## src/rtl/flash_prog_ctrl.sv

```systemverilog
// flash_prog_ctrl: issues AMD/JEDEC unlock and command write cycles to a
// 16-bit parallel NOR flash, then tracks FLASH_BUSY_n until the embedded
// operation finishes and reports done/error.
//
// Optional feature macro: FLASH_PROG_VERIFY_EN. When it is defined, each
// program command reads the target word back and flags a mismatch as an error.
//
// Ports:
//   CLKCPU, RESET          clock, synchronous active-high reset
//   cmd_valid/cmd_ready    command handshake (ready only while idle)
//   cmd_op/addr/data       operation (00 prog, 01 sector erase, 10 chip erase,
//                          11 read/reset), word address, program data
//   FLASH_BUSY_n, flash_q  flash RY/BY# and read data
//   flash_a/d/d_oe         flash address, write data, data bus drive enable
//   flash_ce_n/we_n/oe_n   flash strobes
//   busy, done, error      status: not idle, completion pulse, failure flag
module flash_prog_ctrl #(
    parameter int unsigned WE_CYC    = 2,
    parameter int unsigned BSY_WAIT  = 8,
    parameter int unsigned TIMEOUT_W = 24,
    parameter int unsigned RD_CYC    = 3
) (
    input  logic        CLKCPU,
    input  logic        RESET,
    input  logic        cmd_valid,
    output logic        cmd_ready,
    input  logic [1:0]  cmd_op,
    input  logic [19:0] cmd_addr,
    input  logic [15:0] cmd_data,
    input  logic        FLASH_BUSY_n,
    input  logic [15:0] flash_q,
    output logic [19:0] flash_a,
    output logic [15:0] flash_d,
    output logic        flash_d_oe,
    output logic        flash_ce_n,
    output logic        flash_we_n,
    output logic        flash_oe_n,
    output logic        busy,
    output logic        done,
    output logic        error
);

    localparam int unsigned PW = $clog2(WE_CYC + 1);
    localparam int unsigned BW = $clog2(BSY_WAIT + 1);

    localparam logic [1:0] OP_PROG = 2'b00;
    localparam logic [1:0] OP_CE   = 2'b10;
    localparam logic [1:0] OP_RR   = 2'b11;

    typedef enum logic [3:0] {
        S_IDLE,
        S_SETUP,
        S_PULSE,
        S_HOLD,
        S_NEXT,
        S_WAIT_BSY,
        S_WAIT_RDY,
`ifdef FLASH_PROG_VERIFY_EN
        S_VERIFY,
`endif
        S_FINISH
    } state_t;

    state_t                 state_q;
    logic [1:0]             op_q;
    logic [19:0]            addr_q;
    logic [15:0]            data_q;
    logic [2:0]             idx_q;
    logic [PW-1:0]          pcnt_q;
    logic [BW-1:0]          bcnt_q;
    logic [TIMEOUT_W-1:0]   tcnt_q;
    logic [2:0]             idx_d;

    assign idx_d = idx_q + 3'd1;

    // Number of bus writes in each command sequence.
    function automatic logic [2:0] seq_len(input logic [1:0] op);
        case (op)
            OP_PROG: return 3'd4;
            OP_RR:   return 3'd1;
            default: return 3'd6;
        endcase
    endfunction

    // Address of write idx; the target address replaces PA/SA slots.
    function automatic logic [19:0] seq_addr(input logic [1:0] op, input logic [2:0] idx,
                                             input logic [19:0] tgt);
        logic [19:0] a;
        case (idx)
            3'd0, 3'd2: a = 20'h00555;
            3'd1, 3'd4: a = 20'h002AA;
            3'd3:       a = (op == OP_PROG) ? tgt : 20'h00555;
            default:    a = (op == OP_CE) ? 20'h00555 : tgt;
        endcase
        if (op == OP_RR) a = tgt;
        return a;
    endfunction

    // Data of write idx.
    function automatic logic [15:0] seq_data(input logic [1:0] op, input logic [2:0] idx,
                                             input logic [15:0] wd);
        logic [15:0] d;
        case (idx)
            3'd0:       d = 16'h00AA;
            3'd1, 3'd4: d = 16'h0055;
            3'd2:       d = (op == OP_PROG) ? 16'h00A0 : 16'h0080;
            3'd3:       d = (op == OP_PROG) ? wd : 16'h00AA;
            default:    d = (op == OP_CE) ? 16'h0010 : 16'h0030;
        endcase
        if (op == OP_RR) d = 16'h00F0;
        return d;
    endfunction

`ifdef FLASH_PROG_VERIFY_EN
    localparam int unsigned RW = $clog2(RD_CYC + 1);
    logic [RW-1:0] vcnt_q;
`else
    logic unused_ok;
    assign unused_ok = ^flash_q ^ RD_CYC[0];
`endif

    // Sequencer state, counters and all registered outputs.
    always_ff @(posedge CLKCPU) begin
        if (RESET) begin
            state_q    <= S_IDLE;
            op_q       <= 2'b00;
            addr_q     <= 20'h0;
            data_q     <= 16'h0;
            idx_q      <= 3'd0;
            pcnt_q     <= '0;
            bcnt_q     <= '0;
            tcnt_q     <= '0;
`ifdef FLASH_PROG_VERIFY_EN
            vcnt_q     <= '0;
`endif
            cmd_ready  <= 1'b1;
            busy       <= 1'b0;
            done       <= 1'b0;
            error      <= 1'b0;
            flash_a    <= 20'h0;
            flash_d    <= 16'h0;
            flash_d_oe <= 1'b0;
            flash_ce_n <= 1'b1;
            flash_we_n <= 1'b1;
            flash_oe_n <= 1'b1;
        end else begin
            done <= 1'b0;
            case (state_q)
                S_IDLE: begin
                    if (cmd_valid) begin
                        state_q    <= S_SETUP;
                        op_q       <= cmd_op;
                        addr_q     <= cmd_addr;
                        data_q     <= cmd_data;
                        idx_q      <= 3'd0;
                        error      <= 1'b0;
                        cmd_ready  <= 1'b0;
                        busy       <= 1'b1;
                        flash_ce_n <= 1'b0;
                        flash_d_oe <= 1'b1;
                        flash_a    <= seq_addr(cmd_op, 3'd0, cmd_addr);
                        flash_d    <= seq_data(cmd_op, 3'd0, cmd_data);
                    end
                end
                S_SETUP: begin
                    state_q    <= S_PULSE;
                    flash_we_n <= 1'b0;
                    pcnt_q     <= '0;
                end
                S_PULSE: begin
                    if (pcnt_q == PW'(WE_CYC - 1)) begin
                        state_q    <= S_HOLD;
                        flash_we_n <= 1'b1;
                    end else begin
                        pcnt_q <= pcnt_q + PW'(1);
                    end
                end
                S_HOLD: begin
                    state_q    <= S_NEXT;
                    flash_d_oe <= 1'b0;
                end
                S_NEXT: begin
                    idx_q <= idx_d;
                    if (op_q == OP_RR) begin
                        state_q    <= S_FINISH;
                        flash_ce_n <= 1'b1;
                        done       <= 1'b1;
                    end else if (idx_d < seq_len(op_q)) begin
                        state_q    <= S_SETUP;
                        flash_d_oe <= 1'b1;
                        flash_a    <= seq_addr(op_q, idx_d, addr_q);
                        flash_d    <= seq_data(op_q, idx_d, data_q);
                    end else begin
                        state_q <= S_WAIT_BSY;
                        bcnt_q  <= '0;
                    end
                end
                // A flash that never reports busy is treated as already complete.
                S_WAIT_BSY: begin
                    if (!FLASH_BUSY_n) begin
                        state_q <= S_WAIT_RDY;
                        tcnt_q  <= '0;
                    end else if (bcnt_q == BW'(BSY_WAIT - 1)) begin
`ifdef FLASH_PROG_VERIFY_EN
                        if (op_q == OP_PROG) begin
                            state_q    <= S_VERIFY;
                            flash_oe_n <= 1'b0;
                            vcnt_q     <= '0;
                        end else
`endif
                        begin
                            state_q    <= S_FINISH;
                            flash_ce_n <= 1'b1;
                            done       <= 1'b1;
                        end
                    end else begin
                        bcnt_q <= bcnt_q + BW'(1);
                    end
                end
                // Timeout fires as the counter would reach all-ones.
                S_WAIT_RDY: begin
                    if (FLASH_BUSY_n) begin
`ifdef FLASH_PROG_VERIFY_EN
                        if (op_q == OP_PROG) begin
                            state_q    <= S_VERIFY;
                            flash_oe_n <= 1'b0;
                            vcnt_q     <= '0;
                        end else
`endif
                        begin
                            state_q    <= S_FINISH;
                            flash_ce_n <= 1'b1;
                            done       <= 1'b1;
                        end
                    end else if (tcnt_q == ~TIMEOUT_W'(1)) begin
                        state_q    <= S_FINISH;
                        flash_ce_n <= 1'b1;
                        done       <= 1'b1;
                        error      <= 1'b1;
                    end else begin
                        tcnt_q <= tcnt_q + TIMEOUT_W'(1);
                    end
                end
`ifdef FLASH_PROG_VERIFY_EN
                // Read-back: compare on the last cycle of the OE pulse.
                S_VERIFY: begin
                    if (vcnt_q == RW'(RD_CYC - 1)) begin
                        state_q    <= S_FINISH;
                        flash_oe_n <= 1'b1;
                        flash_ce_n <= 1'b1;
                        done       <= 1'b1;
                        error      <= (flash_q != data_q);
                    end else begin
                        vcnt_q <= vcnt_q + RW'(1);
                    end
                end
`endif
                S_FINISH: begin
                    state_q   <= S_IDLE;
                    cmd_ready <= 1'b1;
                    busy      <= 1'b0;
                end
                default: begin
                    state_q <= S_IDLE;
                end
            endcase
        end
    end

endmodule

```

## config.mk

```make
export PLATFORM = sky130hd
export DESIGN_NAME = flash_prog_ctrl
export DESIGN_NICKNAME = d
export VERILOG_FILES = /design/src/rtl/flash_prog_ctrl.sv
export SDC_FILE = /design/constraint.sdc
export NUM_CORES = 1
export LEC_CHECK = 0
export CORE_ASPECT_RATIO = 1.25
export CORE_MARGIN = 4
export CORE_UTILIZATION = 30
export DETAILED_ROUTE_END_ITERATION = 6
export GPL_TIMING_DRIVEN = 0
export PLACE_DENSITY = 0.51
export SLEW_MARGIN = 30
export SYNTH_ARGS = -nofsm -noshare
export SYNTH_HDL_FRONTEND = slang
export SYNTH_SLANG_ARGS = --single-unit
```

## constraint.sdc

```tcl
create_clock -name CLKCPU -period 2.05 [get_ports CLKCPU]
set_input_delay 0.205 -clock CLKCPU [delete_from_list [all_inputs] [get_ports CLKCPU]]
set_output_delay 0.205 -clock CLKCPU [all_outputs]
set_load 0.02 [all_outputs]
```

==> impl_metrics.toml, run 1 <==
[logic_synthesis]
synth_xor_area_frac = 0.0297
netlist_top_cells_area = "dfxtp_1 44%, nor2_1 6.7%, nand2_1 6.7%"
synth_top_family_by_area = "simple AND/OR/NAND/NOR gates"
ys_types = 66
synth-compound-area-share = 0.198
synth-warning-count = 0
ys_ff_latch = 117
yosys.area.top_type = "dfxtp_1"
synth_cells = 637
synth_top_area_frac = 0.442
avgSynthCellArea_sq_um = 8.33
async_flop_share = 0
yosysMostFrequentCell = "dfxtp_1"
ys_seq_area_frac = 0.442
synth_flop_cell = "dfxtp_1"
synth_nets = 704
syn_area_sq_um = 5310
synth_fa_ha_area_frac = 0.0231
yosys.area_share.simple = 0.254
synth-edff-count = 0
muxShareOfSynthArea = 0.00755
synthTopCellsByCount = "117 x dfxtp_1, 95 x nor2_1, 94 x nand2_1"

[placed_design]
dp.cells = 944
pre_cts_slack_ns = -0.528
gp_congestion = 0.779
numPortBuffers = 83
hpwl_mm = 11.9

[clock_network]
cts_root_buf = "clkbuf_16"
cts_tree = "yes"
insertion_delay_ns = 0.42
cts_buffers = 17
cts_buffer_depth = 2
htreeDepth = 4
holdBufCountCts = 0
clkSlewWorstSetupHoldPaths_ns = 0.06
cts.sinks = 117

[grt]
grt_pass1_vias = 5032
overflow = 0
grtUsageTotal = 0.170
grt_max_degree = 17
antenna_found_initial = 0
grt_pass1_wl_mm = 26.5

[hold_path]
hold_class = "in2reg"
holdPathStages = 3

[floorplanning]
core_sq_um = 17400
std_cell_rows = 54
start_util = 0.304
die_y_um = 157
fp.dieW_um = 127
io_pins = 102
die-area_sq_um = 19900

[detailed_routing]
via_count = 5132
drc_errors = 0
drtAntennaViolNets = 0
wl_per_cell_um = 16.8
first_pass_iters = 4
drt-initial-drc-count = 275
wl_mm = 16.8
avgViaCountPerCell = 5.15

[timing]
rsz0062_at_grt = "yes"
maxSlewViolCount = 0
setup_viol = 0
min_period_over_period = 0.987
hold_viol_final = 0
slew-limit-headroom = 0.528
worst_slew_pin_slew_ns = 0.703
finalWorstSetupSlack_ns = 0.0265
fin_crit_ns = 2.02
clock.fmax_mhz = 494
fin_skew_ns = 0.00536

[cells_and_area]
final_cells = 997
nFillCells = 1721
layout-drive-gt1-share = 0.199
diodes = 0
final_nets = 827
synthToLayoutAreaGrowth_pct = 44.2

[critical_path]
cp_max_fo = 4
critPathCaptureType = "flip-flop"
worstSetupPathType = "reg2reg"
cp_data_required_time_ns = 2.39
r2r_cells = 9
start_kind = "flip-flop"
crit_arrival_ns = 2.36

[power]
p_leak_nw = 2.74
power_density_nw_per_um2 = 830
ir_drop_mv = 0.618

[status]
status = "completed"

[flow_run]
drv_cap = 0
[report_power, final]
part           switching [mW]  leakage (nW)  internal (mW)  total [mW]
clock                    1.10         0.288           1.88        2.98
sequential             0.0803         0.962           2.40        2.48
combinational           0.490          1.49          0.403       0.893
[metal layers]
| layer | up-vias | wire [um] | GRT usage |
|---|---|---|---|
| met5 | - | 0 | 0 |
| li1 | 2505 | - | - |
| met2 | 127 | 8330 | 0.281 |
| met1 | 2471 | 7040 | 0.201 |
| met4 | 0 | 332 | 0.0772 |
| met3 | 29 | 1080 | 0.0570 |
[placed cells by master, fill, tap and decap left out, types with 4 or more instances in the layout]
cell type,netlist,final
nor2b_1,7,7
a211oi_1,12,7
buf_6,1,6
clkbuf_16,0,17
dfxtp_2,0,8
a221oi_1,14,11
clkbuf_1,25,20
and3_1,6,6
a21oi_1,59,57
o31ai_1,10,7
nand3_1,6,6
a22oi_1,15,5
xor2_1,18,18
nand2_1,94,94
buf_12,0,5
nand3b_1,6,6
a22oi_2,0,10
nor2_1,95,90
o2111ai_1,4,4
inv_1,8,8
nand2b_1,7,5
clkinv_2,0,4
clkdlybuf4s50_1,0,83
ha_1,9,4
or2_2,4,4
o21ai_0,12,10
nand4_1,10,10
a211oi_2,0,5
buf_4,4,24
nor2_2,0,4
nor3_1,22,20
dfxtp_1,117,106
[worst paths after layout]
check / from / to / slack [ns]
min reg2reg: data_q[3] / data_q[3] / 0.46
min: cmd_data[12] / data_q[12] / 0.33
max: idx_q[0] / flash_a[5] / 0.03
max reg2reg: idx_q[0] / flash_a[5] / 0.03
[what timing repair did]
item | 4_1_cts | 5_1_grt
resized for setup | 44 | 67
pin swaps | 17 | 37
endpoints found under the hold margin | 0 | 0
endpoints found under the setup margin | 85 | 84
gates cloned | 1 | 0
setup buffers | 12 | 10
[worst max-delay path: stages, from the launching register on]
cell	delay, ns
dfxtp_4	0.36
ha_4	0.17
ha_4	0.21
inv_1	0.16
nor2_2	0.09
a2111oi_4	0.31
buf_4	0.20
buf_6	0.13
a221oi_2	0.06
a211oi_2	0.24
[cell families (layout without fill, tap and decap cells)]
logic type / count (synthesis) / count (layout)
fa+ha+maj: 10 / 10
flops: 117 / 117
buf+inv: 53 / 189
mux: 4 / 4
compound gates: 153 / 153
xor+xnor: 18 / 18
simple gates: 281 / 281
other cells: 1 / 1
[flip-flops by register name, summed over array words and instances, names as in the netlist, 2 cells and up]
name     flops
tcnt_q      24
addr_q      20
flash_a     20
data_q      16
flash_d     16
bcnt_q       4
idx_q        3
state_q      3
op_q         2
pcnt_q       2
[per-stage QoR]
stage | utilization | setup TNS (ns) | hold slack, ns | total power [mW] | area [sq um]
after global routing | 0.439 | -1.31 | 0.338 | 6.59 | 7650
after CTS | 0.421 | -0.000693 | 0.312 | 6.35 | 7330
after global placement | 0.370 | -19.80 | 0.441 | 3.31 | 6440
after floorplan | - | -0.0281 | 0.341 | 2.95 | 5330
after detailed placement | 0.370 | -22.14 | 0.449 | 3.32 | 6440
final | 0.439 | 0 | 0.330 | 6.35 | 7650
[cell type report]
type	instances	area, sq um	area share
Tap cell	224	280	0.0366
Clock inverter	12	129	0.0168
Sequential cell	117	2360	0.309
Buffer	42	299	0.0391
Multi-Input combinational cell	467	3030	0.396
Timing Repair Buffer	106	1040	0.136
Inverter	9	41.3	0.00540
Clock buffer	20	467	0.0610
Power figures use the tool's default switching activity.
==> run 2: changes to the inputs <==
CORE_ASPECT_RATIO = 2   (was 1.25)
==> impl_metrics.toml, run 2 (synthesis gave the netlist of run 1 again) <==
[floorplanning]
die-area_sq_um = 20000
die_y_um = 196
std_cell_rows = 68
start_util = 0.306
core_sq_um = 17400
fp.dieW_um = 102
io_pins = 102

[timing]
tns_ns = -0.00673
worst_slew_pin_slew_ns = 0.688
fin_skew_ns = 0.00850
clock.fmax_mhz = 486
rsz0062_at_grt = "yes"
slew-limit-headroom = 0.542
hold_ws_ns = 0.328
fin_crit_ns = 2.06
hold_viol_final = 0
setup_viol = 1
finalWorstSetupSlack_ns = -0.00673
min_period_over_period = 1.00
maxSlewViolCount = 0

[hold_path]
hold_class = "in2reg"

[clock_network]
htreeDepth = 4
cts_tree = "yes"
insertion_delay_ns = 0.42
holdBufCountCts = 0
cts_buffer_depth = 2
cts.sinks = 117
clkSlewWorstSetupHoldPaths_ns = 0.06
cts_root_buf = "clkbuf_16"
cts_buffers = 17

[cells_and_area]
largest_reg_flops = 24
reg_top3 = "tcnt_q: 24 flops, addr_q: 20 flops, flash_a: 20 flops"
final_area_sq_um = 7860
final_cells = 992
synthToLayoutAreaGrowth_pct = 48.1
final_cell_mix = "107 x dfxtp_1, 94 x nand2_1, 83 x clkdlybuf4s50_1"
final_nets = 836
mostFrequentLayoutCell = "dfxtp_1"
largest_register = "tcnt_q"
layout-drive-gt1-share = 0.248
diodes = 0

[flow_run]
drv_cap = 0

[power]
power_density_nw_per_um2 = 838
ir_drop_mv = 0.447
finalPower_mw = 6.59
p_leak_nw = 2.84

[grt]
antenna_found_initial = 0
grtUsageTotal = 0.179
grt_max_degree = 17
grt_pass1_vias = 5303
overflow = 0
grt_pass1_wl_mm = 27.8

[status]
violations = "negative setup slack"
status = "finished with violations"

[placed_design]
dp.cells = 930
numPortBuffers = 83
hpwl_mm = 12.9
dpl_cell_area_sq_um = 6430
gp_congestion = 0.856

[critical_path]
cp_data_required_time_ns = 2.38
critPathCaptureType = "flip-flop"
crit_arrival_ns = 2.38
start_kind = "flip-flop"
worstSetupPathType = "reg2reg"
cp_max_fo = 5

[detailed_routing]
first_pass_iters = 4
wl_mm = 17.7
avgViaCountPerCell = 5.19
drtAntennaViolNets = 0
wl_per_cell_um = 17.9
drc_errors = 0
drt-initial-drc-count = 177
via_count = 5147
## run 2: cell types whose count changed in the layout (fill, tap and decap cells not counted), sizes merged
cell / previous run / this run
clkbuf: 44 / 41
inv: 9 / 10
buf: 41 / 50
bufinv: 2 / 4
## run 2: path summary, 6_finish.rpt
check / start / slack, ns / cells past startpoint / to
worst max-delay path: idx_q[0] / -0.007 / 9 / flash_a[9]
worst min-delay path: cmd_data[13] / 0.33 / 3 / data_q[13]
worst max register to register: idx_q[0] / -0.007 / 9 / flash_a[9]
worst min register to register: addr_q[4] / 0.45 / 2 / addr_q[4]
## run 2: metal layers
| metal | vias up | global-route usage | routed length [um] |
|---|---|---|---|
| met4 | 0 | 0.0915 | 693 |
| met5 | - | 0 | 0 |
| li1 | 2512 | - | - |
| met3 | 41 | 0.0470 | 769 |
| met1 | 2467 | 0.182 | 6460 |
| met2 | 127 | 0.324 | 9800 |
## run 2: critical path, cell delays in order, from the launching register on
cell and delay, ns:
dfxtp_4 0.37, ha_4 0.17, ha_4 0.17, nor3_4 0.22, mux2i_2 0.12, a2111oi_4 0.29
buf_4 0.20, buf_6 0.13, a221oi_2 0.05, a211oi_1 0.24
## run 2: metrics by stage
step | setup slack (ns) | utilization
3_5_place_dp | -0.487 | 0.370
5_1_grt | -0.0910 | 0.453
6_report | -0.00673 | 0.453
4_1_cts | -0.0512 | 0.429
2_1_floorplan | -0.0281 | -
3_3_place_gp | -0.625 | 0.370
## run 2: report_power, final
group	leakage, nW	switching (mW)	total (mW)	internal, mW
registers	0.962	0.0854	2.48	2.39
clock network	0.304	1.14	3.18	2.04
logic	1.57	0.507	0.926	0.419
total	2.84	1.73	6.59	4.85
## run 2: timing repair
item / CTS / global route
resized for setup: 61 / 86
cloned: 2 / 1
pin swaps: 24 / 40
buffers inserted: 16 / 16
endpoints found under the setup margin: 86 / 96
## run 2: area by class of cell
type                            count  area (sq um)
Inverter                            9          42.5
Tap cell                          210           263
Clock buffer                       17           425
Multi-Input combinational cell    467          3150
Sequential cell                   117          2360
Fill cell                        1713          9500
Timing Repair Buffer              117          1130
Clock inverter                     15           203
Buffer                             40           280
==> run 3: changes to the inputs <==
SKIP_CTS_REPAIR_TIMING = 1   (was unset)
==> impl_metrics.toml, run 3 (synthesis gave the netlist of run 1 again) <==
[clock_network]
cts_root_buf = "clkbuf_16"
clkSlewWorstSetupHoldPaths_ns = 0.06
cts.sinks = 117
insertion_delay_ns = 0.42
cts_buffers = 17
htreeDepth = 4
cts_buffer_depth = 2
cts_tree = "yes"

[critical_path]
r2r_setup_slack_ns = -0.08
critPathCaptureType = "flip-flop"
crit_family = "compound AO/OA/AOI/OAI gates"
cp_common_cell = "buf_6"
cp_max_fo = 5
worstSetupPathType = "reg2reg"
r2r_cells = 10
reg2reg_from = "idx_q[0]"
start_kind = "flip-flop"
crit_buf_inv = 3
crit_arrival_ns = 2.46
cp_slowest_stage_delay_ns = 0.46
crit_chain = "ha_4 > ha_4 > nor3_4 > mux2i_2 > a2111oi_4 > buf_6 > buf_6 > buf_6 > a221oi_2 > nor3_1"
r2r-end = "flash_a[11]"
cp_data_required_time_ns = 2.39
cpMaxStageDelayCell = "a2111oi_4"

[grt]
grt_max_degree = 17
grt_pass1_wl_mm = 27.0
grt_pass1_vias = 5114
grtUsageTotal = 0.174
overflow = 0
antenna_found_initial = 0

[detailed_routing]
drtAntennaViolNets = 0
wl_mm = 17.9
drt-initial-drc-count = 198
avgViaCountPerCell = 5.15
via_count = 5119
drc_errors = 0
wl_per_cell_um = 18.0
first_pass_iters = 4

[timing]
slew-limit-headroom = 0.514
maxSlewViolCount = 0
hold_viol_final = 0
tns_ns = -0.664
setup_viol = 25
min_period_over_period = 1.04
worst_slew_pin_slew_ns = 0.729
finalWorstSetupSlack_ns = -0.0757
fin_crit_ns = 2.13
clock.fmax_mhz = 470
hold_ws_ns = 0.325
fin_skew_ns = 0.0154
rsz0062_at_grt = "yes"

[power]
p_clk_frac = 0.483
power_density_nw_per_um2 = 829
p_seq_frac = 0.377
finalPower_mw = 6.58
ir_drop_mv = 0.444
power_switching_mw = 1.73
p_leak_nw = 2.84
switching_share = 0.263
p_comb_frac = 0.140
p_int_mw = 4.85

[placed_design]
pre_cts_slack_ns = -0.487
hpwl_mm = 12.9
numPortBuffers = 83
dp.cells = 930
gp_congestion = 0.856
dpl_cell_area_sq_um = 6430

[floorplanning]
die_y_um = 196
std_cell_rows = 68
start_util = 0.306
io_pins = 102
core_sq_um = 17400
die-area_sq_um = 20000
fp.dieW_um = 102

[hold_path]
hp-start = "cmd_data[13]"
holdPathStages = 3
holdPathEnd = "data_q[13]"
hold_class = "in2reg"

[cells_and_area]
mostFrequentLayoutCell = "dfxtp_1"
post-route-util = 0.457
final_cells = 994
largest_register = "tcnt_q"
largest_reg_flops = 24
final_cell_mix = "111 x dfxtp_1, 94 x nand2_1, 87 x nor2_1"
diodes = 0
final_nets = 838
final_area_sq_um = 7930
synthToLayoutAreaGrowth_pct = 49.5
reg_top3 = "tcnt_q: 24 flops, addr_q: 20 flops, flash_a: 20 flops"
layout-drive-gt1-share = 0.233

[status]
violations = "negative setup slack"
status = "finished with violations"

[flow_run]
drv_cap = 0
run 3: cell types whose count changed in the layout (fill, tap and decap cells not counted), sizes merged:
cell and change:
clkbuf +3, buf -1, clkdlybuf4s50 -1, clkinv +1, clkinvlp -1, dlymetal6s2s +1
run 3: cell type report:
type | instances | area (sq um)
clock buffer | 17 | 425
fill | 1741 | 9430
tap | 210 | 263
sequential | 117 | 2360
timing repair buffer | 118 | 1210
multi-input combinational | 467 | 3150
inverter | 9 | 46.3
clock inverter | 15 | 203
buffer | 41 | 273
run 3: power by group through the flow:
stage	clock [mW]	combinational (mW)	sequential [mW]
floorplan	0	0.367	2.58
global placement	0	0.794	2.52
detailed placement	0	0.804	2.52
CTS	3.24	0.806	2.47
global route	3.34	0.998	2.49
finish	3.18	0.922	2.48
run 3: layer usage:
layer  share of wire  up-vias  wire [um]  global-route usage
met5               0        -          0                   0
met4           0.040        0        724              0.0920
met3           0.040       35        717              0.0413
met2            0.55      115       9870               0.314
met1            0.37     2449       6570               0.180
li1                -     2520          -                   -
run 3: worst max path at each step:
stage / slack (ns) / start / depth (start not counted) / to
finish: -0.08 / idx_q[0] / 10 / flash_a[11]
global route: -0.19 / idx_q[0] / 11 / flash_a[5]
CTS: -0.48 / idx_q[1] / 9 / flash_a[17]
detailed placement: -0.49 / idx_q[1] / 9 / flash_a[17]
global placement: -0.63 / idx_q[1] / 8 / flash_a[4]
floorplan: -0.03 / idx_q[0] / 10 / flash_a[11]
run 3: worst reg2reg max path: cells and delay by family, from the launching register on:
kind | cells | cell delay [ns]
buffers and inverters | 3 | 0.37
AO/OA/AOI/OAI | 2 | 0.50
multiplexers | 1 | 0.12
adder cells (fa/ha/maj) | 2 | 0.35
flip-flops | 1 | 0.37
AND/OR/NAND/NOR | 2 | 0.34
==> edit 1 (config.mk and constraints of run 3) <==
The parameter `WE_CYC` goes from 2 to 8.
--- a/src/rtl/flash_prog_ctrl.sv
+++ b/src/rtl/flash_prog_ctrl.sv
@@ -15,7 +15,7 @@
 //   flash_ce_n/we_n/oe_n   flash strobes
 //   busy, done, error      status: not idle, completion pulse, failure flag
 module flash_prog_ctrl #(
-    parameter int unsigned WE_CYC    = 2,
+    parameter int unsigned WE_CYC    = 8,
     parameter int unsigned BSY_WAIT  = 8,
     parameter int unsigned TIMEOUT_W = 24,
     parameter int unsigned RD_CYC    = 3
Behaviour: no difference found for any inputs over 4 cycles, from zero or initial values and one cycle with RESET high; that may be too few to reach the edited logic, so the function may still have changed.
==> edit 1 against run 3 <==
  * Clock skew rose by 0.0058 ns
  * Global-route usage rose by 0.35 points
  * Final cell count fell by 0.60%
  * Sequential cell count rose by 2
  * Count of clock-buffer cells in the layout rose by 6
  * Power fell by 4.8%
  * The run still ends with setup timing left
  * Area after synthesis rose by 0.24%
  * Worst hold slack got worse by 0.081 ns
  * Setup slack got worse by 0.056 ns
  * Wire length fell by 1.4%
  * Clock power fell by 7.5%
  * Cell area fell by 4.5%
  * Die area rose by 0.22%
==> edit 1: results (changes against run 3) <==
run_status:
  outcome: "complete, but fails checks"
  violations: "setup timing"
pwr:
  peakVddDrop_mv: 0.496  # +12%
  switching_share_pct: 25.1  # -1.2 points
  p_leak_nw: 2.67  # -5.8%
  p_seq_share_pct: 40.1  # +2.4 points
sta:
  layout_setup_ws_ns: -0.132  # -0.0562 ns
  finalHoldWorstSlack_ns: 0.244  # -0.0809 ns
  tns_ns: -1.77  # -1.11 ns
  setup_viol: 25  # unchanged
  fin_skew_ns: 0.0212  # +0.00578 ns
  worst_slew_pin_slew_ns: 0.736  # +0.00669 ns
  fin_crit_sh_pct: 106  # +2.7 points
yosys:
  synth.distinct_cells: 67  # +1.5%
  ys_top_cells_by_count: "dfxtp_1, nand2_1, a21oi_1"
  syn_nets: 711  # +0.99%
  postSynthCellCount: 644  # +1.1%
  synth-seq-area-share_pct: 44.8  # +0.65 points
  synth_area_leaders: "dfxtp_1, a21oi_1, nand2_1"
grt:
  grt_use_met1_pct: 17.1  # -0.90 points
  grt.met3_usage_pct: 4.63  # +0.50 points
  grt_pass1_vias: 5312  # +3.9%
  grt_first_pass_wirelength_um: 27400  # +1.8%
  grt_usage_pct: 17.7  # +0.35 points
  gr-usage-met2_pct: 33.3  # +1.9 points
worst_setup_path:
  worstPathArrival_ns: 2.54  # +0.08 ns
  max_stage_delay_ns: 0.54  # +0.08 ns
  crit_family: "simple AND/OR/NAND/NOR gates"
  critical_path.max_fanout: 6  # +1
drt:
  wl_met2_um: 10000  # +1.7%
  wl_met1_um: 6270  # -4.6%
  wl_per_cell_um: 17.8  # -0.79%
  drt_iter0_drc: 159  # -20%
  viasPerCell: 5.34  # +3.8%
  wl_met3_um: 768  # +7.1%
  wirelength_um: 17600  # -1.4%
place:
  dp.cells: 936  # +0.65%
  placedInstanceArea_um2: 6460  # +0.51%
  io_buffers: 82  # -1.2%
  place_congestion: 0.833  # -2.7%
  hpwl_um: 13200  # +2.6%
layout:
  fillCellCount: 1773  # +1.8%
  nets: 833  # -0.60%
  drive_gt1_share_pct: 17.1  # -6.2 points
cts:
  cts_inserted_buffers: 17  # unchanged
## edit 1: cell types whose count changed after synthesis, moves of 7 or more
cell,delta
a211oi_1,-9
a21oi_1,+18
clkbuf_1,+8
nand3_1,+9
nor2_1,-42
nor3_1,-10
o21ai_0,+21
o22a_1,+7
or3_1,+8
or4_1,+10
xor2_1,-15
## edit 1: through the flow
step / power (mW) / setup slack [ns]
2_1_floorplan: 2.96 / -0.0335
3_3_place_gp: 3.32 / -0.558
3_5_place_dp: 3.33 / -0.554
4_1_cts: 6.30 / -0.460
5_1_grt: 6.51 / -0.263
6_report: 6.26 / -0.132
## edit 1: logic make-up after synthesis
kind of cell / after synthesis / share of synthesized area (%)
buf+inv: 52 / 4.24
fa+ha+maj: 9 / 2.12
mux: 3 / 0.612
compound gates: 195 / 23.1
other cells: 1 / 0.0705
simple gates: 260 / 24.3
flops: 119 / 44.8
xor+xnor: 5 / 0.824
## edit 1: final cells by class
cell class                      count  area (um2)  share of cell area [%]
Clock inverter                      8        96.3                    1.27
Sequential cell                   119        2400                    31.8
Clock buffer                       23         488                    6.44
Tap cell                          210         263                    3.47
Buffer                             42         246                    3.25
Inverter                            7        28.8                   0.380
Multi-Input combinational cell    473        3000                    39.6
Timing Repair Buffer              106        1050                    13.8
## edit 1: final timing paths
check / to / cells after the start / start
setup / recovery: tcnt_q[13]$_SDFFE_PP0P_ / 10 / tcnt_q[0]$_SDFFE_PP0P_
setup reg to reg: tcnt_q[13]$_SDFFE_PP0P_ / 10 / tcnt_q[0]$_SDFFE_PP0P_
hold reg to reg: data_q[9]$_SDFFE_PP0P_ / 2 / data_q[9]$_SDFFE_PP0P_
hold / removal: state_q[0]$_SDFFE_PP0P_ / 3 / FLASH_BUSY_n
==> edit 2 (flow settings as in run 3) <==
Without the edit above. Encoding of `state_t`: now one-hot (8 bits for 8 states).
--- a/src/rtl/flash_prog_ctrl.sv
+++ b/src/rtl/flash_prog_ctrl.sv
@@ -47,18 +47,18 @@
     localparam logic [1:0] OP_CE   = 2'b10;
     localparam logic [1:0] OP_RR   = 2'b11;
 
-    typedef enum logic [3:0] {
-        S_IDLE,
-        S_SETUP,
-        S_PULSE,
-        S_HOLD,
-        S_NEXT,
-        S_WAIT_BSY,
-        S_WAIT_RDY,
+    typedef enum logic [7:0] {
+        S_IDLE     = 8'b00000001,
+        S_SETUP    = 8'b00000010,
+        S_PULSE    = 8'b00000100,
+        S_HOLD     = 8'b00001000,
+        S_NEXT     = 8'b00010000,
+        S_WAIT_BSY = 8'b00100000,
+        S_WAIT_RDY = 8'b01000000,
 `ifdef FLASH_PROG_VERIFY_EN
         S_VERIFY,
 `endif
-        S_FINISH
+        S_FINISH   = 8'b10000000
     } state_t;
 
     state_t                 state_q;
Behaviour: no difference found for any inputs over 4 cycles, from zero or initial values and one cycle with RESET high; so few cycles prove little.
==> edit 2 against run 3 <==
  * Fmax decreased by 4.1%
  * Critical path type unchanged
  * Cell area down 0.36%
  * The run still ends with setup timing left
  * Non-clock buffer count decreased by 9
  * Area after synthesis grew 2.6%
  * Synthesized cell count is 5.2% higher
  * Die area increased by 2.4%
  * Critical endpoint is now flash_a[9]$_SDFFE_PP0P_
  * Critical path depth fell by 2
  * Sequential cell count rose by 5
  * Setup slack worse by 0.091 ns
  * Wire length is 1.2% lower
  * Sequential share of layout area is 1.3 points higher
Power is not compared: it rests on default switching activity, and its combinational part moved more than twofold at a synthesized area within 25%.
==> edit 2: results (changes against run 3) <==
sta:
  tns_ns: -3.66  # -2.99 ns
  setup_viol: 39  # +56%
  layout_setup_ws_ns: -0.166  # -0.0908 ns
  fin_skew_ns: 0.0134  # -0.00201 ns
  finalHoldWorstSlack_ns: 0.335  # +0.00972 ns
  worst_slew_pin_slew_ns: 0.745  # +0.0159 ns
run_status:
  violations: "setup timing"
  outcome: "complete, but fails checks"
grt:
  grt_pass1_vias: 5220  # +2.1%
  grt_usage_pct: 17.2  # -0.22 points
  grt_first_pass_wirelength_um: 27000  # +0.28%
  overflow: 0  # unchanged
place:
  pre_cts_ws_ns: -0.751  # -0.264 ns
  place_congestion: 0.813  # -5.1%
  dp.cells: 966  # +3.9%
  hpwl_um: 13100  # +1.5%
worst_setup_path:
  max_stage_delay_ns: 0.41  # -0.05 ns
  critical_path.max_fanout: 10  # +5
  timing.rr.start: "idx_q[0]$_SDFFE_PP0P_"
  worstPathArrival_ns: 2.54  # +0.08 ns
  cp_slowest_cell: "nor4b_4"
  r2r_cells: 8  # -2
  crit_family: "simple AND/OR/NAND/NOR gates"
  regToRegEndpoint: "flash_a[9]$_SDFFE_PP0P_"
layout:
  fillCellCount: 1756  # +0.86%
  drive_gt1_share_pct: 18.9  # -4.5 points
  nets: 859  # +2.5%
  largestRegisters: "tcnt_q (24), addr_q (20), flash_a (20)"
drt:
  wirelength_um: 17700  # -1.2%
  viasPerCell: 5.17  # +0.48%
  wl_per_cell_um: 17.4  # -3.5%
  drt_iter0_drc: 209  # +5.6%
  dr.pass1.iters: 4  # unchanged
pwr:
  peakVddDrop_mv: 0.495
yosys:
  ys_top_cells_by_count: "dfxtp_1, nand2_1, a21oi_1"
  syn_nets: 737  # +4.7%
  synth-seq-area-share_pct: 44.9  # +0.72 points
  synth.distinct_cells: 52  # -21%
  postSynthCellCount: 670  # +5.2%
  synth_area_leaders: "dfxtp_1, nand2_1, a21oi_1"
min_path:
  min_to: "state_q[0]$_SDFFE_PP1P_"
  hold_start: "RESET"
cts:
  htree_levels: 4  # unchanged
edit 2: worst min-delay path, delay by kind of cell:
family / cells / cell delay [ns]
buffers and inverters: 1 / 0.23
AND/OR/NAND/NOR: 2 / 0.26
edit 2: cell families (layout without fill, tap and decap cells):
kind of cell             after synthesis  in the layout  synth area share [%]
AO/OA/AOI/OAI                        147            147                  16.7
XOR/XNOR                              25             25                  4.02
adder cells (fa/ha/maj)               10             10                  2.25
buffers and inverters                 58            193                  4.39
flip-flops                           122            122                  44.9
other                                  1              1                0.0689
AND/OR/NAND/NOR                      307            307                  27.7
edit 2: power breakdown:
group	switching [mW]	internal [mW]	total [mW]	leakage, nW
logic	1.20	1.03	2.23	1.62
clock network	1.16	2.08	3.23	0.297
registers	0.188	2.65	2.84	0.998
total	2.55	5.76	8.30	2.91
edit 2: layer usage:
layer / part of all wire (%) / wire, um / GRT usage, % / up-vias
met3: 3.7 / 645 / 3.76 / 36
li1: - / - / - / 2612
met2: 56 / 9880 / 32.7 / 128
met1: 37 / 6580 / 17.5 / 2492
met5: 0 / 0 / 0 / -
met4: 3.2 / 569 / 6.44 / 0
edit 2: cell type report:
type	count	area, um2	share of cell area [%]
Inverter	11	41.3	0.522
Clock inverter	13	190	2.41
Tap cell	213	267	3.37
Clock buffer	19	443	5.60
Multi-Input combinational cell	490	3160	39.9
Sequential cell	122	2460	31.1
Timing Repair Buffer	108	1040	13.1
Buffer	42	314	3.97
edit 2: stage by stage:
step	utilization [%]	instance area, um2	power, mW
final	44.4	7900	8.30
after global routing	44.4	7900	8.68
after CTS	40.6	7210	7.92
after detailed placement	37.0	6580	4.67
after global placement	37.0	6580	4.66
after floorplan	-	5480	3.89
edit 2: worst max-delay path by stage:
| stage | depth (start not counted) | from | slack (ns) | endpoint |
|---|---|---|---|---|
| finish | 8 | idx_q[0]$_SDFFE_PP0P_ | -0.17 | flash_a[9]$_SDFFE_PP0P_ |
| global route | 10 | state_q[2]$_SDFFE_PP0P_ | -0.26 | flash_a[10]$_SDFFE_PP0P_ |
| CTS | 7 | state_q[0]$_SDFFE_PP1P_ | -0.76 | flash_a[9]$_SDFFE_PP0P_ |
| detailed placement | 7 | state_q[0]$_SDFFE_PP1P_ | -0.75 | flash_a[9]$_SDFFE_PP0P_ |
| global placement | 7 | state_q[0]$_SDFFE_PP1P_ | -0.77 | flash_a[9]$_SDFFE_PP0P_ |
| floorplan | 9 | state_q[2]$_SDFFE_PP0P_ | -0.06 | tcnt_q[20]$_SDFFE_PP0P_ |
